[src/rtl/alu_pkg.sv]
// Shared types and constants for the alu_pipe execute stage.
// The iterative multiplier is only built when ALU_MUL_EN is defined.
package alu_pkg;

  typedef enum logic [3:0] {
    ALU_ADD    = 4'd0,
    ALU_SUB    = 4'd1,
    ALU_XOR    = 4'd2,
    ALU_RED    = 4'd3,
    ALU_SLL    = 4'd4,
    ALU_SRA    = 4'd5,
    ALU_ROR    = 4'd6,
    ALU_PADDSB = 4'd7,
    ALU_AND    = 4'd8,
    ALU_OR     = 4'd9,
    ALU_MUL    = 4'd10
  } alu_op_e;

  localparam int FLAG_Z = 0;
  localparam int FLAG_V = 1;
  localparam int FLAG_N = 2;

  typedef enum logic {
    IDLE     = 1'b0,
    MUL_BUSY = 1'b1
  } alu_state_e;

  localparam int PADDSB_LANE = 4;

endpackage

[src/rtl/alu_mul_iter.sv]
// Shift-add multiplier: the start cycle performs the first iteration, then one
// iteration per cycle; done_o/prod_o flag the final iteration combinationally.
module alu_mul_iter #(
  parameter int WIDTH = 16
) (
  input  logic             clk_i,
  input  logic             rst_ni,
  input  logic             start_i,
  input  logic [WIDTH-1:0] a_i,
  input  logic [WIDTH-1:0] b_i,
  output logic             done_o,
  output logic [WIDTH-1:0] prod_o
);

  localparam int CNT_W = $clog2(WIDTH);

  logic [WIDTH-1:0] acc_q, mcand_q, mplier_q, stepSum;
  logic [CNT_W-1:0] cnt_q;
  logic             busy_q;

  assign stepSum = acc_q + (mplier_q[0] ? mcand_q : '0);
  assign done_o  = busy_q && (cnt_q == CNT_W'(WIDTH - 1));
  assign prod_o  = stepSum;

  always_ff @(posedge clk_i or negedge rst_ni) begin
    if (!rst_ni) begin
      acc_q    <= '0;
      mcand_q  <= '0;
      mplier_q <= '0;
      cnt_q    <= '0;
      busy_q   <= 1'b0;
    end else if (start_i) begin
      acc_q    <= b_i[0] ? a_i : '0;
      mcand_q  <= a_i << 1;
      mplier_q <= b_i >> 1;
      cnt_q    <= CNT_W'(1);
      busy_q   <= 1'b1;
    end else if (busy_q) begin
      acc_q    <= stepSum;
      mcand_q  <= mcand_q << 1;
      mplier_q <= mplier_q >> 1;
      cnt_q    <= cnt_q + 1'b1;
      if (done_o) busy_q <= 1'b0;
    end
  end

endmodule

[src/rtl/alu_pipe.sv]
// Handshaked WIDTH-generic execute-stage ALU with registered result and NVZ flags.
// Define ALU_MUL_EN to build the iterative multiplier for opcode 10.
module alu_pipe
  import alu_pkg::*;
#(
  parameter int WIDTH = 16
) (
  input  logic             clk,
  input  logic             rst,
  input  logic             in_valid,
  output logic             in_ready,
  input  logic [3:0]       opcode,
  input  logic [WIDTH-1:0] rs,
  input  logic [WIDTH-1:0] rt,
  output logic             out_valid,
  input  logic             out_ready,
  output logic [WIDTH-1:0] rd,
  output logic [2:0]       flag
);

  localparam int SHAMT_W = $clog2(WIDTH);
  localparam int NBYTES  = WIDTH / 8;
  localparam int NLANES  = WIDTH / PADDSB_LANE;

  logic [WIDTH-1:0]     rd_q, res_d, redSum, paddSum;
  logic [2:0]           flag_q;
  logic                 out_valid_q, accept, loadAlu, wrNV, wrZ, satV;
  logic [WIDTH:0]       sumExt;
  logic [PADDSB_LANE:0] laneSum;
  logic [SHAMT_W-1:0]   shamt;

  assign accept    = in_valid && in_ready;
  assign shamt     = rt[SHAMT_W-1:0];
  assign rd        = rd_q;
  assign flag      = flag_q;
  assign out_valid = out_valid_q;

`ifdef ALU_MUL_EN
  alu_state_e       state_q;
  logic             mulStart, mulDone;
  logic [WIDTH-1:0] mulProd;

  assign in_ready = (state_q == IDLE) && (!out_valid_q || out_ready);
  assign mulStart = accept && (opcode == ALU_MUL);
  assign loadAlu  = accept && (opcode != ALU_MUL);

  alu_mul_iter #(.WIDTH(WIDTH)) u_mul (
    .clk_i  (clk),
    .rst_ni (rst),
    .start_i(mulStart),
    .a_i    (rs),
    .b_i    (rt),
    .done_o (mulDone),
    .prod_o (mulProd)
  );
`else
  assign in_ready = !out_valid_q || out_ready;
  assign loadAlu  = accept;
`endif

  always_comb begin
    redSum = '0;
    for (int i = 0; i < NBYTES; i++) begin
      redSum = redSum + {{(WIDTH-8){rs[8*i+7]}}, rs[8*i +: 8]}
                      + {{(WIDTH-8){rt[8*i+7]}}, rt[8*i +: 8]};
    end
  end

  // Each lane adds with one guard bit; a guard/sign disagreement means the lane overflowed.
  always_comb begin
    paddSum = '0;
    laneSum = '0;
    for (int l = 0; l < NLANES; l++) begin
      laneSum = {rs[PADDSB_LANE*l+PADDSB_LANE-1], rs[PADDSB_LANE*l +: PADDSB_LANE]}
              + {rt[PADDSB_LANE*l+PADDSB_LANE-1], rt[PADDSB_LANE*l +: PADDSB_LANE]};
      if (laneSum[PADDSB_LANE] != laneSum[PADDSB_LANE-1])
        paddSum[PADDSB_LANE*l +: PADDSB_LANE] = laneSum[PADDSB_LANE] ?
          {1'b1, {(PADDSB_LANE-1){1'b0}}} : {1'b0, {(PADDSB_LANE-1){1'b1}}};
      else
        paddSum[PADDSB_LANE*l +: PADDSB_LANE] = laneSum[PADDSB_LANE-1:0];
    end
  end

  always_comb begin
    res_d  = '0;
    sumExt = '0;
    satV   = 1'b0;
    wrNV   = 1'b0;
    wrZ    = 1'b0;
    case (opcode)
      ALU_ADD, ALU_SUB: begin
        sumExt = (opcode == ALU_ADD) ? {rs[WIDTH-1], rs} + {rt[WIDTH-1], rt}
                                     : {rs[WIDTH-1], rs} - {rt[WIDTH-1], rt};
        satV   = sumExt[WIDTH] ^ sumExt[WIDTH-1];
        res_d  = satV ? (sumExt[WIDTH] ? {1'b1, {(WIDTH-1){1'b0}}} : {1'b0, {(WIDTH-1){1'b1}}})
                      : sumExt[WIDTH-1:0];
        wrNV   = 1'b1;
        wrZ    = 1'b1;
      end
      ALU_XOR:    begin res_d = rs ^ rt;                      wrZ = 1'b1; end
      ALU_RED:    res_d = redSum;
      ALU_SLL:    begin res_d = rs << shamt;                  wrZ = 1'b1; end
      ALU_SRA:    begin res_d = $signed(rs) >>> shamt;        wrZ = 1'b1; end
      ALU_ROR:    begin res_d = WIDTH'({rs, rs} >> shamt);    wrZ = 1'b1; end
      ALU_PADDSB: res_d = paddSum;
      ALU_AND:    begin res_d = rs & rt;                      wrZ = 1'b1; end
      ALU_OR:     begin res_d = rs | rt;                      wrZ = 1'b1; end
      default:    res_d = '0;
    endcase
  end

  // Flags are written together with rd; a drain alone never touches them.
  always_ff @(posedge clk or negedge rst) begin
    if (!rst) begin
      rd_q        <= '0;
      out_valid_q <= 1'b0;
      flag_q      <= 3'b000;
`ifdef ALU_MUL_EN
      state_q     <= IDLE;
`endif
    end else begin
      if (out_valid_q && out_ready) out_valid_q <= 1'b0;
      if (loadAlu) begin
        rd_q        <= res_d;
        out_valid_q <= 1'b1;
        if (wrZ) flag_q[FLAG_Z] <= (res_d == '0);
        if (wrNV) begin
          flag_q[FLAG_N] <= res_d[WIDTH-1];
          flag_q[FLAG_V] <= satV;
        end
      end
`ifdef ALU_MUL_EN
      case (state_q)
        IDLE:     if (mulStart) state_q <= MUL_BUSY;
        MUL_BUSY: if (mulDone) begin
          rd_q           <= mulProd;
          out_valid_q    <= 1'b1;
          flag_q[FLAG_Z] <= (mulProd == '0);
          state_q        <= IDLE;
        end
        default:  state_q <= IDLE;
      endcase
`endif
    end
  end

endmodule

[config.mk]
export PLATFORM = sky130hd
export DESIGN_NAME = alu_pipe
export DESIGN_NICKNAME = d
export VERILOG_FILES = /design/src/rtl/alu_pkg.sv /design/src/rtl/alu_mul_iter.sv /design/src/rtl/alu_pipe.sv
export SDC_FILE = /design/constraint.sdc
export NUM_CORES = 1
export LEC_CHECK = 0
export ABC_AREA = 0
export ABC_CLOCK_PERIOD_IN_PS = 1650
export BUFFER_PORTS_ARGS = -buffer_cell sky130_fd_sc_hd__clkbuf_2
export CAP_MARGIN = 10
export CORE_MARGIN = 2
export CORE_UTILIZATION = 45
export DETAILED_ROUTE_END_ITERATION = 12
export HOLD_SLACK_MARGIN = 0.02
export PLACE_DENSITY = 0.69
export SETUP_SLACK_MARGIN = 0.5
export SYNTH_ARGS = -nofsm -noshare
export SYNTH_HDL_FRONTEND = slang
export SYNTH_SLANG_ARGS = --single-unit
[constraint.sdc]
create_clock -name clk -period 1.65 [get_ports clk]
set_input_delay 0.0825 -clock clk [delete_from_list [all_inputs] [get_ports clk]]
set_output_delay 0.0825 -clock clk [all_outputs]
set_load 0.1 [all_outputs]
==> results by group, run 1 <==
STA
  • TNS Setup: -28.85 ns
  • Max Slew Vio Count: 0
  • Unrepaired setup endpoints after global routing: yes
  • Clk_skew: 0.001360 ns
  • Final hold vios: 0
  • Worst Setup Slack, final: -1.699 ns
  • Max transition margin: 26.79%
  • Crit share post-route: 203.0%
  • Final setup fails: 19
  • Worst slew pin tran: 1.083 ns
  • Final min period: 3.349 ns
  • Fmax achieved: 298.6 MHz

Pwr
  • Sw power: 3500 µW
  • Flop pwr share: 9.1%
  • Lkg Pwr: 0.004796 µW
  • Sw Ratio: 49.50%
  • PwrDens: 685.7 nW/µm²
  • Int Power: 3570 µW
  • Clk network pwr share: 9.2%
  • Max IR drop VDD: 0.7199 mV
  • Combinational cell fraction of total power: 81.7%

Worst setup path
  • CP Launch Type: input pin
  • Critical Path RT: 1.79 ns
  • Crit-path cells: buf_8, inv_4, fa_1, fa_1, inv_2, ha_4, fa_2, a31o_4, a31oi_4, o21ai_2, xor2_2, a221oi_2, o211ai_1, buf_4, a22o_1
  • WP buf/inv: 4
  • Biggest cell delay along the critical path: 0.51 ns
  • Critical R2R Launch: out_valid$_DFFE_PN0P_
  • Reg2Reg Depth: 6
  • Slowest cell on the critical path: fa_1
  • WP data arrival: 3.49 ns
  • Kind of critical path: input pin to flip-flop
  • CP dominant cell by count: fa_1
  • Crit. End Element: flip-flop
  • Maximum fanout along the worst path: 2
  • Slack of the worst reg-to-reg path: 0.08 ns
  • Reg2reg end: flag[0]$_DFFE_PN0P_
  • Critical path's top delay family: adder cells

Clock network
  • TritonCTS clock tree: done
  • H-tree levels: 1
  • Max Buffers Root-to-Sink: 2
  • TritonCTS buffer count: 3
  • Clock sink count: 20
  • Clk root buf: clkbuf_16
  • Worst-path clk slew: 0.05 ns
  • Clock latency on the worst-skew pair: 0.25 ns

Placed design
  • Worst slack, placed: -2.109 ns
  • I/O Buffers: 60
  • Final GP Congestion: 1.040
  • HPWL after DPL: 24.12 mm

Detailed routing
  • Iteration-0 DRC Markers: 1008
  • Post-route ant nets: 0
  • Routed len/inst: 22.95 µm
  • DRC violations left: 0
  • DR pass1 iterations: 5
  • Via count: 8440
  • DRT Wirelength: 30.91 mm
  • Avg Vias per Cell: 6.266

Synth
  • Post-synth ARST share: 100.0%
  • Top cell type's share of synthesized area: 12.07%
  • Syn_nets: 960
  • Area contributors post-synth: ha_1 12%, mux4_2 8.1%, dfrtp_1 7.5%, fa_1 6.6%, a21oi_1 4.3%
  • Post-synth EDFFs: 0
  • Register bit total from synthesis: 20
  • Avg Cell Area, Syn: 7.957 µm²
  • Ys flop type: dfrtp_1
  • Synth warn: 0
  • Mapped cell area: 6636 µm²
  • Synth area leader: ha_1
  • Post-synthesis sequential area ratio: 7.541%
  • Synthesized instance count: 834
  • Unique masters post-synth: 77

Cells and area
  • Final-stage net count: 1290
  • Layout cells sized above 1: 45.74%
  • Synth-to-Final Area Change: 55.37%
  • ANT cells: 0

Worst hold path
  • HP Class: input pin to flip-flop
  • WHS Path Cells: 2
  • Hold Path End: out_valid$_DFFE_PN0P_
  • Min-delay src: in_valid

Global routing
  • Antenna violations before repair: 0
  • GRT Total Usage: 37.72%
  • Largest net degree at the start of global routing: 54
  • Number of global-route vias before repair: 8082
  • First-pass GRT wire length: 46.40 mm
  • Global route overflow: 0

Floorplanning
  • Core Box Area: 14480 µm²
  • Die width: 125.4 µm
  • Initial Util: 45.83%
  • Rows: 44
  • Die area: 15740 µm²
  • Chip height: 125.4 µm
  • Top Ports: 61

Job
  • Max-cap violation count: 0

Outcome
  • Status: complete, but fails checks
  • Failing checks: setup timing
-- Yosys cell counts (4+ instances only) --
cell,number
o21ai_1,7
nor4_1,8
mux2_2,19
o211ai_1,17
mux4_2,24
nor2_1,75
xnor2_1,29
buf_2,13
and3_1,7
nand2_1,58
a211oi_1,14
buf_1,4
a221o_1,5
nor3_1,13
a21o_1,14
a221oi_1,4
mux2i_1,25
nand2b_1,6
xor2_1,12
a31oi_1,7
dfrtp_1,20
clkbuf_1,33
nor2b_1,16
a22oi_1,14
o21ai_0,52
fa_1,22
nor4bb_1,5
o31ai_1,4
a22o_1,13
a21oi_1,57
ha_1,64
nor3b_1,4
nand3_1,22
inv_1,55
or3_1,4
nand4_1,4
o22ai_1,13
-- state kept, by name (all words and copies together) (netlist names) --
name	flops
flag	3
out_valid	1
rd	16
-- worst register-to-register path, delay by kind of cell (launching register included) --
kind            cells  cell delay, ns
compound gates      2            0.38
simple gates        4            0.65
flops               1            0.48
-- worst max path at each step --
| stage | slack [ns] | end | cells past startpoint | startpoint |
|---|---|---|---|---|
| 2_1_floorplan | -1.97 | rd[0]$_DFFE_PN0P_ | 19 | rt[0] |
| 3_3_place_gp | -2.09 | flag[0]$_DFFE_PN0P_ | 15 | rt[1] |
| 3_5_place_dp | -2.11 | rd[9]$_DFFE_PN0P_ | 15 | rt[1] |
| 4_1_cts | -1.62 | rd[0]$_DFFE_PN0P_ | 18 | rt[0] |
| 5_1_grt | -1.83 | rd[0]$_DFFE_PN0P_ | 16 | rt[4] |
| 6_report | -1.70 | rd[9]$_DFFE_PN0P_ | 15 | rs[1] |
-- per-stage QoR --
stage	utilization [%]	total power (µW)	cell area (µm²)	hold slack, ns	cells
after CTS	68.46	6640	9912	0.1162	1336
after global routing	71.21	7447	10310	0.1376	1347
after global placement	64.44	5552	9330	0.05948	1320
final	71.21	7070	10310	0.1195	1347
after floorplan	-	3600	6902	-0.2131	834
after detailed placement	64.44	5599	9330	0.06025	1320
-- layout make-up --
| type | count | area, µm² |
|---|---|---|
| inverter | 57 | 236.5 |
| timing repair buffer | 378 | 2937 |
| clock buffer | 3 | 75.07 |
| tap | 184 | 230.2 |
| clock inverter | 1 | 30.03 |
| sequential | 20 | 504.2 |
| fill | 1151 | 4168 |
| multi-input combinational | 704 | 6299 |
-- placed cells by master (no fill, tap or decap), types with 5 or more instances in the layout --
master / netlist / layout
ha_1: 64 / 55
o22ai_1: 13 / 13
a22o_1: 13 / 13
xnor2_1: 29 / 25
ha_4: 0 / 8
clkbuf_4: 0 / 15
nor2_1: 75 / 70
xor2_1: 12 / 11
a22oi_1: 14 / 13
clkbuf_16: 0 / 5
a21oi_2: 0 / 7
nor2b_1: 16 / 16
a221o_1: 5 / 5
buf_4: 3 / 296
mux2i_1: 25 / 25
dfrtp_1: 20 / 19
buf_6: 0 / 22
nor4_1: 8 / 5
mux2_2: 19 / 17
o21ai_1: 7 / 13
and3_1: 7 / 6
a21o_1: 14 / 14
o211ai_1: 17 / 17
nand2_1: 58 / 58
a21oi_1: 57 / 48
buf_2: 13 / 7
fa_1: 22 / 19
clkbuf_2: 0 / 28
o21ai_2: 2 / 8
inv_2: 2 / 12
a211oi_1: 14 / 9
a211oi_2: 0 / 5
nand3_1: 22 / 18
nor3_1: 13 / 9
o21ai_0: 52 / 38
inv_1: 55 / 41
mux4_2: 24 / 24
-- routing by layer --
layer,up-vias,share of wire (%),GRT usage (%)
met5,-,0,0
met4,0,5.7,18.37
met3,123,11,7.403
met2,528,45,58.73
met1,3984,39,50.13
li1,3805,-,-
-- kinds of logic after synthesis --
kind of cell	share of synthesized area (%)
fa+ha+maj	18.85
compound gates	26.57
xor+xnor	5.656
flops	7.541
buf+inv	6.636
mux	15.93
simple gates	18.82
-- power groups by stage --
stage	Combinational, µW	Clock (µW)	Sequential (µW)
finish	5780	647	645
global route	6110	679	657
CTS	5330	660	646
detailed placement	4950	0	651
global placement	4900	0	650
floorplan	2260	0	1340
-- what timing repair did --
item / in CTS / in global routing
resized for setup: 84 / 82
endpoints found under the hold margin: 20 / 0
pin swaps: 43 / 48
hold buffers: 1 / 0
buffers inserted: 11 / 11
setup endpoints to repair: 31 / 28
No activity file was read; power rests on OpenSTA's default activity.
==> run 2, diff against run 1 <==
--- a/config.mk
+++ b/config.mk
@@ -6,12 +6,13 @@
 export NUM_CORES = 1
 export LEC_CHECK = 0
 export ABC_AREA = 0
-export ABC_CLOCK_PERIOD_IN_PS = 1650
+export ABC_CLOCK_PERIOD_IN_PS = 3700
 export BUFFER_PORTS_ARGS = -buffer_cell sky130_fd_sc_hd__clkbuf_2
 export CAP_MARGIN = 10
 export CORE_MARGIN = 2
 export CORE_UTILIZATION = 45
 export DETAILED_ROUTE_END_ITERATION = 12
+export GPL_ROUTABILITY_DRIVEN = 1
 export HOLD_SLACK_MARGIN = 0.02
 export PLACE_DENSITY = 0.69
 export SETUP_SLACK_MARGIN = 0.5
==> constraint.sdc (replaced) <==
create_clock -name clk -period 3.7 [get_ports clk]
set_input_delay 0.185 -clock clk [delete_from_list [all_inputs] [get_ports clk]]
set_output_delay 0.185 -clock clk [all_outputs]
set_load 0.1 [all_outputs]
==> run 2 against run 1 <==
  * The run now ends clean
  * Clock power shrank 55%
  * Die area is the same
  * Sequential cell count is the same
  * Non-clock buffer count shrank 174
  * Cell area shrank 15%
  * Final cell count shrank 13%
  * Utilization shrank 11 points
  * First-iteration DRC count shrank 32%
  * Routed wire length shrank 11%
==> results by group, run 2 (same netlist as run 1, synthesis figures left out) <==
Worst setup path
  • Kind of critical path: input pin to flip-flop
  • CP Launch Type: input pin
  • Critical path's top delay family: compound AO/OA/AOI/OAI gates
  • WP data arrival: 3.59 ns (+0.10 ns)
  • Crit-path cells: buf_12, buf_6, nor3_4, buf_6, buf_4, a31oi_1, xnor2_1, ha_2, a21oi_1, nand2_1, o21ai_1, a22oi_2, xor2_4, maj3_2, a221o_1, mux2_4
  • Biggest cell delay along the critical path: 0.38 ns (-0.13 ns)
  • CP dominant cell by count: buf_6
  • Maximum fanout along the worst path: 5 (+3)
  • WP buf/inv: 4 (unchanged)
  • Crit. End Element: flip-flop
  • Critical Path RT: 3.84 ns (+2.05 ns)
  • Slowest cell on the critical path: ha_2

Clock network
  • Worst-path clk slew: 0.05 ns (about the same)
  • Clk root buf: clkbuf_16
  • TritonCTS clock tree: done
  • Clock latency on the worst-skew pair: 0.25 ns (about the same)
  • H-tree levels: 1 (unchanged)
  • Clock sink count: 20 (unchanged)
  • Max Buffers Root-to-Sink: 2 (unchanged)
  • TritonCTS buffer count: 3 (unchanged)

Pwr
  • Lkg Pwr: 0.003878 µW (-19%)
  • PwrDens: 311.6 nW/µm² (-55%)
  • Max IR drop VDD: 0.2678 mV (-63%)

Global routing
  • First-pass GRT wire length: 41.45 mm (-11%)
  • Global route overflow: 0 (unchanged)
  • Antenna violations before repair: 0 (unchanged)
  • Largest net degree at the start of global routing: 52 (-3.7%)
  • Number of global-route vias before repair: 7165 (-11%)
  • GRT Total Usage: 33.68% (-4.0 points)

Detailed routing
  • Met2 wire len: 11.97 mm (-14%)
  • Metal-1 WL: 10.74 mm (-10%)
  • Max layer used: met4
  • DRC violations left: 0 (unchanged)
  • Iteration-0 DRC Markers: 690 (-32%)
  • DR pass1 iterations: 6 (+1)
  • DRT Wirelength: 27.59 mm (-11%)
  • Routed len/inst: 23.52 µm (+2.5%)
  • Metal3 WL: 2.917 mm (-11%)
  • Avg Vias per Cell: 6.476 (+3.4%)
  • Post-route ant nets: 0 (unchanged)
  • Via count: 7596 (-10%)

Job
  • Max-cap violation count: 0 (unchanged)

Cells and area
  • Synth-to-Final Area Change: 31.99%
  • Highest-count cells in the layout ignoring fill and taps: 134 x buf_4, 70 x nor2_1, 56 x nand2_1, 55 x ha_1, 52 x clkbuf_2
  • Commonest non-fill, non-tap cell in the layout: buf_4
  • Layout cells sized above 1: 35.09% (-11 points)
  • Max reg flops: 16 (unchanged)
  • Non-Filler Instances: 1173 (-13%)
  • Multi-input logic area: 6195 µm² (-1.6%)
  • Area taken by flip-flops and latches: 500.5 µm² (-0.74%)
  • Final-stage net count: 1116 (-13%)
  • ANT cells: 0 (unchanged)
  • Fillers: 1297 (+13%)

Floorplanning
  • Initial Util: 45.83% (unchanged)
  • Core Box Area: 14480 µm² (unchanged)
  • Chip height: 125.4 µm (unchanged)
  • Rows: 44 (unchanged)
  • Die area: 15740 µm² (unchanged)
  • Die width: 125.4 µm (unchanged)
  • Top Ports: 61 (unchanged)

STA
  • Final setup fails: 0 (-19)
  • Unrepaired setup endpoints after global routing: yes
  • Clk_skew: 0.001302 ns (-0.00005812 ns)
  • Final hold vios: 0 (unchanged)
  • Crit share post-route: 93.38%
  • Final min period: 3.455 ns
  • Final hold slack: 0.1983 ns (+0.07881 ns)
  • Max transition margin: 40.38% (+14 points)
  • Fmax achieved: 289.4 MHz
  • Max Slew Vio Count: 0 (unchanged)
  • Worst slew pin tran: 0.8875 ns (-0.1954 ns)
  • TNS Setup: 0 ns (+28.85 ns)

Placed design
  • HPWL after DPL: 21.36 mm (-11%)
  • Placed cells: 1140 (-14%)
  • Final GP Congestion: 1.043 (+0.32%)
  • I/O Buffers: 60 (unchanged)

Outcome
  • Status: completed

Worst hold path
  • HP Class: input pin to flip-flop
run 2: cell types whose count changed in the layout (fill, tap and decap cells not counted), moves of 4 or more:
cell / delta
buf_4: -162
clkbuf_2: +24
buf_6: -14
clkbuf_4: -13
buf_2: -6
inv_1: +5
inv_2: -5
o21ai_0: +4
o21ai_1: -4
run 2: metal layers:
metal / up-vias / GRT usage (%)
met1: 3557 / 43.61
met5: - / 0
met3: 117 / 7.574
met2: 483 / 51.00
met4: 0 / 20.72
li1: 3439 / -
run 2: timing repair:
| item | CTS | global route |
|---|---|---|
| gates resized for setup | 44 | 74 |
| buffers inserted | 15 | 13 |
| pin swaps | 36 | 51 |
| hold buffers | 1 | 0 |
| setup endpoints to repair | 18 | 19 |
| endpoints found under the hold margin | 20 | 0 |
run 2: path summary, 6_finish.rpt:
check / from / to / depth (start not counted) / slack [ns]
max: rt[1] / rd[0]$_DFFE_PN0P_ / 16 / 0.24
min: in_valid / out_valid$_DFFE_PN0P_ / 2 / 0.20
max reg2reg: out_valid$_DFFE_PN0P_ / flag[0]$_DFFE_PN0P_ / 6 / 2.16
min reg2reg: flag[1]$_DFFE_PN0P_ / flag[1]$_DFFE_PN0P_ / 2 / 0.49
max in group asynchronous: rst / rd[10]$_DFFE_PN0P_ / 2 / 2.96
min in group asynchronous: rst / rd[15]$_DFFE_PN0P_ / 2 / 0.42
run 2: final cells by class:
cell class	instances	share of cell area [%]
Clock buffer	3	0.8570
Clock inverter	1	0.3428
Inverter	57	2.728
Multi-Input combinational cell	704	70.72
Sequential cell	20	5.713
Tap cell	184	2.628
Timing Repair Buffer	204	17.01
run 2: power breakdown:
| group | switching (µW) | leakage, µW | total, µW | internal, µW |
|---|---|---|---|---|
| logic | 1320 | 0.00356 | 2150 | 827 |
| registers | 25.7 | 0.000262 | 287 | 261 |
| clock network | 78.6 | 0.0000511 | 293 | 215 |
| total | 1430 | 0.00388 | 2730 | 1300 |
run 2: through the flow:
step | utilization (%) | instance area, µm² | power, µW | setup slack [ns]
floorplan | - | 6864 | 1597 | -0.02504
global placement | 54.82 | 7938 | 2155 | -0.09994
detailed placement | 54.82 | 7938 | 2166 | -0.1736
CTS | 57.73 | 8358 | 2578 | 0.3004
global route | 60.50 | 8760 | 2882 | 0.1621
finish | 60.50 | 8760 | 2730 | 0.2450
